===== src/rtl/uart_rx_byte.sv =====
// rtl/uart_rx_byte.sv - oversampling 8N1 UART receiver with a one-deep valid/ready output register
// Define UART_RX_PARITY_EN for 8E1: an even-parity bit is checked between bit 7 and the stop bit.
module uart_rx_byte #(
  parameter int CLK_FREQ  = 50_000_000,
  parameter int BAUD_RATE = 115_200
) (
  input  logic       clk_i,
  input  logic       rst_i,
  input  logic       uart_rxd,
  output logic [7:0] dat_o,
  output logic       valid_o,
  input  logic       ready_i,
  output logic       frame_err_o,
  output logic       overrun_o,
  output logic       busy_o
);

  localparam int CLKS_PER_BIT = CLK_FREQ / BAUD_RATE;
  localparam int CW           = $clog2(CLKS_PER_BIT);
  localparam logic [CW-1:0] HALF_LOAD = CW'(CLKS_PER_BIT / 2 - 1);
  localparam logic [CW-1:0] BIT_LOAD  = CW'(CLKS_PER_BIT - 1);

  localparam logic [2:0] S_WAIT_IDLE = 3'd0;
  localparam logic [2:0] S_IDLE      = 3'd1;
  localparam logic [2:0] S_START     = 3'd2;
  localparam logic [2:0] S_DATA      = 3'd3;
  localparam logic [2:0] S_STOP      = 3'd5;
`ifdef UART_RX_PARITY_EN
  localparam logic [2:0] S_PARITY    = 3'd4;
`endif

  logic          rx_meta_q, rxs_q;
  logic [2:0]    state_q, state_d;
  logic [CW-1:0] cnt_q, cnt_d;
  logic [2:0]    bit_q, bit_d;
  logic [7:0]    shift_q, shift_d;
  logic [7:0]    dat_q, dat_d;
  logic          valid_q, valid_d;
  logic          ferr_q, ferr_d;
  logic          ovr_q, ovr_d;
  logic          par_ok;
  logic          tick;

`ifdef UART_RX_PARITY_EN
  logic          par_q, par_d;
  assign par_ok = ~(^shift_q ^ par_q);
`else
  assign par_ok = 1'b1;
`endif

  assign tick = (cnt_q == '0);

  always_comb begin
    state_d = state_q;
    cnt_d   = cnt_q - 1'b1;
    bit_d   = bit_q;
    shift_d = shift_q;
    dat_d   = dat_q;
    valid_d = valid_q;
    ferr_d  = 1'b0;
    ovr_d   = 1'b0;
`ifdef UART_RX_PARITY_EN
    par_d   = par_q;
`endif
    if (valid_q && ready_i) valid_d = 1'b0;

    case (state_q)
      S_WAIT_IDLE: begin
        if (rxs_q) begin
          state_d = S_IDLE;
          cnt_d   = BIT_LOAD;
        end
      end
      S_IDLE: begin
        if (!rxs_q) begin
          state_d = S_START;
          cnt_d   = HALF_LOAD;
        end
      end
      S_START: begin
        // Start bit must still be low at its centre, otherwise it was a glitch.
        if (tick) begin
          cnt_d = BIT_LOAD;
          if (!rxs_q) begin
            state_d = S_DATA;
            bit_d   = 3'd0;
          end else begin
            state_d = S_IDLE;
          end
        end
      end
      S_DATA: begin
        if (tick) begin
          shift_d = {rxs_q, shift_q[7:1]};
          cnt_d   = BIT_LOAD;
          if (bit_q == 3'd7) begin
`ifdef UART_RX_PARITY_EN
            state_d = S_PARITY;
`else
            state_d = S_STOP;
`endif
          end else begin
            bit_d = bit_q + 3'd1;
          end
        end
      end
`ifdef UART_RX_PARITY_EN
      S_PARITY: begin
        if (tick) begin
          par_d   = rxs_q;
          cnt_d   = BIT_LOAD;
          state_d = S_STOP;
        end
      end
`endif
      S_STOP: begin
        if (tick) begin
          cnt_d = BIT_LOAD;
          if (rxs_q && par_ok) begin
            state_d = S_IDLE;
            // A same-cycle handshake frees the holding register for the new byte.
            if (!valid_q || ready_i) begin
              dat_d   = shift_q;
              valid_d = 1'b1;
            end else begin
              ovr_d = 1'b1;
            end
          end else begin
            ferr_d  = 1'b1;
            state_d = S_WAIT_IDLE;
          end
        end
      end
      default: begin
        state_d = S_WAIT_IDLE;
        cnt_d   = BIT_LOAD;
      end
    endcase
  end

  always_ff @(posedge clk_i) begin
    if (rst_i) begin
      rx_meta_q <= 1'b1;
      rxs_q     <= 1'b1;
      state_q   <= S_WAIT_IDLE;
      cnt_q     <= '0;
      bit_q     <= 3'd0;
      shift_q   <= 8'd0;
      dat_q     <= 8'd0;
      valid_q   <= 1'b0;
      ferr_q    <= 1'b0;
      ovr_q     <= 1'b0;
`ifdef UART_RX_PARITY_EN
      par_q     <= 1'b0;
`endif
    end else begin
      rx_meta_q <= uart_rxd;
      rxs_q     <= rx_meta_q;
      state_q   <= state_d;
      cnt_q     <= cnt_d;
      bit_q     <= bit_d;
      shift_q   <= shift_d;
      dat_q     <= dat_d;
      valid_q   <= valid_d;
      ferr_q    <= ferr_d;
      ovr_q     <= ovr_d;
`ifdef UART_RX_PARITY_EN
      par_q     <= par_d;
`endif
    end
  end

  assign dat_o       = dat_q;
  assign valid_o     = valid_q;
  assign frame_err_o = ferr_q;
  assign overrun_o   = ovr_q;
  assign busy_o      = (state_q != S_WAIT_IDLE) && (state_q != S_IDLE);

endmodule


===== config.mk =====
export PLATFORM = sky130hd
export DESIGN_NAME = uart_rx_byte
export DESIGN_NICKNAME = d
export VERILOG_FILES = /design/src/rtl/uart_rx_byte.sv
export SDC_FILE = /design/constraint.sdc
export NUM_CORES = 1
export LEC_CHECK = 0
export CORE_ASPECT_RATIO = 1.25
export CORE_UTILIZATION = 49
export CTS_BUF_LIST = sky130_fd_sc_hd__clkbuf_4
export CTS_CLUSTER_DIAMETER = 80
export DETAILED_ROUTE_END_ITERATION = 16
export GPL_TIMING_DRIVEN = 0
export PLACE_DENSITY_LB_ADDON = 0.15
export SLEW_MARGIN = 30
export SYNTH_ARGS = -nofsm -noshare
export SYNTH_HDL_FRONTEND = slang
export SYNTH_SLANG_ARGS = --single-unit

===== constraint.sdc =====
create_clock -name clk_i -period 1.9 [get_ports clk_i]
set_input_delay 0.475 -clock clk_i [delete_from_list [all_inputs] [get_ports clk_i]]
set_output_delay 0.475 -clock clk_i [all_outputs]
set_load 0.01 [all_outputs]

Word level (Yosys, flattened, before mapping). Cells that the tools add are included.

Register bits: 36. Input bits: 4. Output and inout port bits: 12. Logic and storage cells: 69.

$add $sub $neg: 2. Eq/ne operators: 14. Mux-type cells: 25. Bitwise gates (word level): 3. Reduce and logical (&&, ||, !) cells: 15.

Operators with widths (count): two-way mux 3 bit (10); two-way mux 9 bit (3); case mux 9 bit (3 select lines) (1); inequality test 2 bit (second input constant) (8); case mux 3 bit (5 select lines) (1); zero test 9 bit (1); subtractor 9 x 1 -> 9 bit (second input constant) (1); two-way mux 1 bit (8); equality test 3 x 2 -> 1 bit (second input constant) (2); equality test 3 bit (second input constant) (2); case mux 3 bit (2 select lines) (1); AND reduction 6 bit (1); OR reduction 3 bit (2); AND reduction 5 bit (1); AND reduction 4 bit (1); OR reduction 4 bit (1); adder 3 x 1 -> 3 bit (second input constant) (1); equality test 3 x 1 -> 1 bit (second input constant) (1); zero test 3 bit (1); inequality test 3 x 1 -> 1 bit (second input constant) (1); inverter 1 bit (3); nonzero test 3 bit (1); logical AND 1 bit (2); two-way mux 2 bit (1); 4 further kinds (4).

Depth between registers and ports, before layout.
Word-level depth: 6. Gate-level depth with buffers: 7. Mapped depth without buffers: 6.

Worst setup path after synthesis. OpenSTA, ideal clock, no wires.

Path kind: register -> register. Start: reg cnt_q[0]. End: reg dat_q[0], in the netlist dat_o[0]. Setup time: 0.128 ns. Data arrival time: 1.528 ns. Required time: 1.772 ns. Setup slack: 0.244 ns. Stages on the path, launching flop included: 7. Buffers on the path: 0. Period minus slack after synthesis: 1.656 ns. Cell sequence: dfxtp_1 inv_1 ha_1 nand4b_4 nor3_4 mux2i_1 nor2_1.

Cells in the longest elaborated chain, start to end: 2.

Ends and longest elaborated chain: start: declaration (line 34) `logic [CW-1:0] cnt_q, cnt_d;`; start signal: assignment (line 160) `cnt_q <= cnt_d;`; zero test 9 bit (line 51) `assign tick = (cnt_q == '0);`; AND reduction 4 bit (no source line); end signal: assignment (line 163) `dat_q <= dat_d;`; end: declaration (line 37) `logic [7:0] dat_q, dat_d;`.

Every way passes these cells. A chain may end at the register's enable or synchronous reset.

Worst setup path after layout.
Start: reg state_q[1]. End: out busy_o.

Cells in the longest elaborated chain, start to end: 2. Elaborated cells between the ends (all ways): 3. Those cells by class: 1 x eq/ne; 2 x reduce/logical.

Ends and longest elaborated chain: start: declaration (line 33) `logic [2:0] state_q, state_d;`; start signal: assignment (line 159) `state_q <= state_d;`; inequality test 3 x 1 -> 1 bit / nonzero test 3 bit (equally long branches) (line 177) `assign busy_o = (state_q != S_WAIT_IDLE) && (state_q != S_IDLE);`; logical AND 1 bit * (line 177); end: declaration (line 15) `output logic busy_o`.

Every way passes the cells marked *; elsewhere a longest branch is shown, timed or not.

==> reports/results.txt <==
PwrDens -> 783 nW/um^2
worst setup margin -> 0.0775 ns
ant diodes -> 0
Total GRT Usage -> 0.210
CTS max path bufs -> 2
cell taking the most area after synthesis -> dfxtp_1
fin util -> 0.594
fillers -> 298
CP Max Fanout -> 10
flops & latches, synth -> 36
worst hold path type -> reg -> reg
Pre-antenna DRT Iters -> 4
first-pass GRT wire length -> 5.32 mm
DP Worst Slack -> -0.160 ns
Vias -> 1276
peak supply drop -> 517 uV
startpoint types -> flop
GPL Wtd Cong -> 0.855
CP required -> 1.42 ns
area share of the largest cell type after synthesis -> 0.441
Synth warnings -> 0
Final Skew -> 0.0186 ns
cell count after placement -> 230
critical setup path kind -> reg -> out
Slew Limit Fails -> 0
Max transition margin -> 0.675
status -> complete, no violations
Worst-path clk slew -> 0.11 ns
Seq/Total Area, Yosys -> 0.441
GRT overflow -> 0
initial antenna violation count -> 0
Worst Path Buf+Inv -> 3
fmax -> 549 MHz
average vias per placed instance -> 5.36
ANT nets after route -> 0
hold buffers post-CTS -> 0
initial cell density of the core -> 0.511
endpoints failing setup -> 0
Iteration-0 DRC Markers -> 19
H-tree levels -> 2
Synth top cells by count -> 36 x dfxtp_1, 26 x nor2_1, 17 x nand2_1, 16 x mux2i_1
RSZ-0062 raised after global routing -> true
fin cells -> 238
Slowest cell on crit path -> dfxtp_1
Tcrit/Tclk final -> 0.959
Sw Share -> 0.295
Vert. Die Dim -> 66.5 um
fraction of registers with async set/reset -> 0
critical path, cell by cell -> buf_4 -> nor2_4 -> inv_2 -> dlygate4sd2_1
share of layout cells above drive strength 1 -> 0.114
TritonCTS Sinks -> 36
Num CTS Buffers -> 5
WHS -> 0.426 ns
Avg Inst Size Synth -> 9.12 sq um
Comb pwr share -> 0.191
final wirelength -> 3.15 mm
Top delay family on crit path -> buffers and inverters
Core ar. -> 3190 sq um
Wirelength per Cell -> 13.2 um
Most used DFF post-synth -> dfxtp_1
largest cells by area after synthesis -> dfxtp_1 44%, mux2i_1 9.8%, nor2_1 6.0%
CTS root buf -> clkbuf_4
vias in the first global route -> 1191
clk_lat worst skew -> 0.34 ns
number of core rows -> 23
IO Pins -> 16
clock share of power -> 0.247
Cell Area, Synth -> 1630 sq um
Area Overhead vs Synth -> 16.2%
total power -> 1.49 mW
min Tclk post-route -> 1.82 ns
P_sw -> 439 uW
IO buf count -> 14
Internal Dissipation -> 1.05 mW
CTS tree -> done
CP endpoint kind -> output pin
syn nets -> 186
leakage power figure -> 0.788 nW
largest net degree at the start of global routing -> 11
die area -> 3570 sq um
CP Data Arrival Time -> 1.35 ns
slowest stage delay, CP -> 0.35 ns
Max Cap Viol -> 0
die width -> 53.6 um
most frequent cell after synthesis -> dfxtp_1
Gate Count Post-Synth -> 179
number of flops mapped to enable cells by yosys -> 0
DR DRC count -> 0
Hold Fails Final Rpt -> 0
sequential power share -> 0.562
post-DP HPWL -> 2.26 mm
fin nets -> 208
Synth cell types -> 42
worst-margin pin slew -> 0.488 ns
[power groups by stage]
stage | Sequential, mW | Combinational, mW | Clock (mW)
floorplan | 0.847 | 0.231 | 0
global placement | 0.852 | 0.274 | 0
detailed placement | 0.854 | 0.280 | 0
CTS | 0.836 | 0.284 | 0.385
global route | 0.842 | 0.317 | 0.413
finish | 0.836 | 0.285 | 0.367
[cells by family (layout without fill, tap and decap cells)]
family | after synthesis | after routing | share of synthesized area
AO/OA/AOI/OAI | 30 | 30 | 0.124
XOR/XNOR | 5 | 5 | 0.0268
adder cells (fa/ha/maj) | 4 | 4 | 0.0291
buffers and inverters | 15 | 37 | 0.0360
flip-flops | 36 | 36 | 0.441
multiplexers | 16 | 16 | 0.0981
AND/OR/NAND/NOR | 73 | 73 | 0.244
[stage by stage]
step	setup TNS [ns]	area, sq um
2_1_floorplan	0	1630
3_3_place_gp	-0.990	1820
3_5_place_dp	-1.28	1820
4_1_cts	0	1900
5_1_grt	-0.227	1900
6_report	0	1900
[worst reg2reg max path, delay by kind of cell (launching register included)]
family / cells / cell delay [ns]
compound gates: 1 / 0.41
fa+ha+maj: 1 / 0.30
buf+inv: 1 / 0.08
flops: 1 / 0.34
mux: 1 / 0.24
simple gates: 2 / 0.28
[registers in the layout, indices dropped and copies added (netlist names)]
name         count
frame_err_o      1
rxs_q            1
overrun_o        1
shift_q          8
cnt_q            9
rx_meta_q        1
valid_o          1
dat_o            8
state_q          3
bit_q            3
[worst paths after layout]
path	start	slack, ns	to	cells past startpoint
setup / recovery	state_q[1]	0.08	busy_o	4
setup reg to reg	cnt_q[0]	0.13	bit_q[0]	6
hold / removal	rx_meta_q	0.43	rxs_q	1
hold reg to reg	rx_meta_q	0.43	rxs_q	1
[layout by cell type (no fill, tap or decap), types with 3 or more instances in the layout]
cell type / Yosys / routed
nor2_1: 26 / 25
clkbuf_1: 9 / 7
mux2i_1: 16 / 16
nor3_1: 5 / 5
xor2_1: 3 / 3
nand2_1: 17 / 17
ha_1: 3 / 3
clkdlybuf4s50_1: 0 / 13
a211oi_1: 4 / 4
dfxtp_1: 36 / 36
o21ai_0: 5 / 5
clkbuf_4: 0 / 5
inv_1: 4 / 3
a21oi_1: 9 / 9
nand2b_1: 6 / 6
[routing by layer]
metal  share of wire  routed length, um  track usage  vias to the layer above
met5               0                  0            0                        -
met4           0.017                 53        0.109                        0
met3           0.032                102       0.0639                        6
met2            0.50               1560        0.339                       19
met1            0.45               1430        0.244                      584
li1                -                  -            -                      667
[cell type report]
| class | instances | area (sq um) | area share |
|---|---|---|---|
| multi-input cells | 128 | 861 | 0.454 |
| flip-flops and latches | 36 | 721 | 0.380 |
| repair buffers | 15 | 159 | 0.0837 |
| plain buffers | 11 | 51.3 | 0.0270 |
| well taps | 37 | 46.3 | 0.0244 |
| clock buffers | 5 | 37.5 | 0.0198 |
| inverters | 4 | 15.0 | 0.00791 |
| clock inverters | 2 | 7.51 | 0.00396 |
[what timing repair did]
item | 4_1_cts | 5_1_grt
setup endpoints to repair | 9 | 12
gates resized for setup | 7 | 3
pin swaps | 1 | 0
buffers inserted | 1 | 0
cloned | 0 | 0
Note: power is estimated with default switching activity, not from simulation.
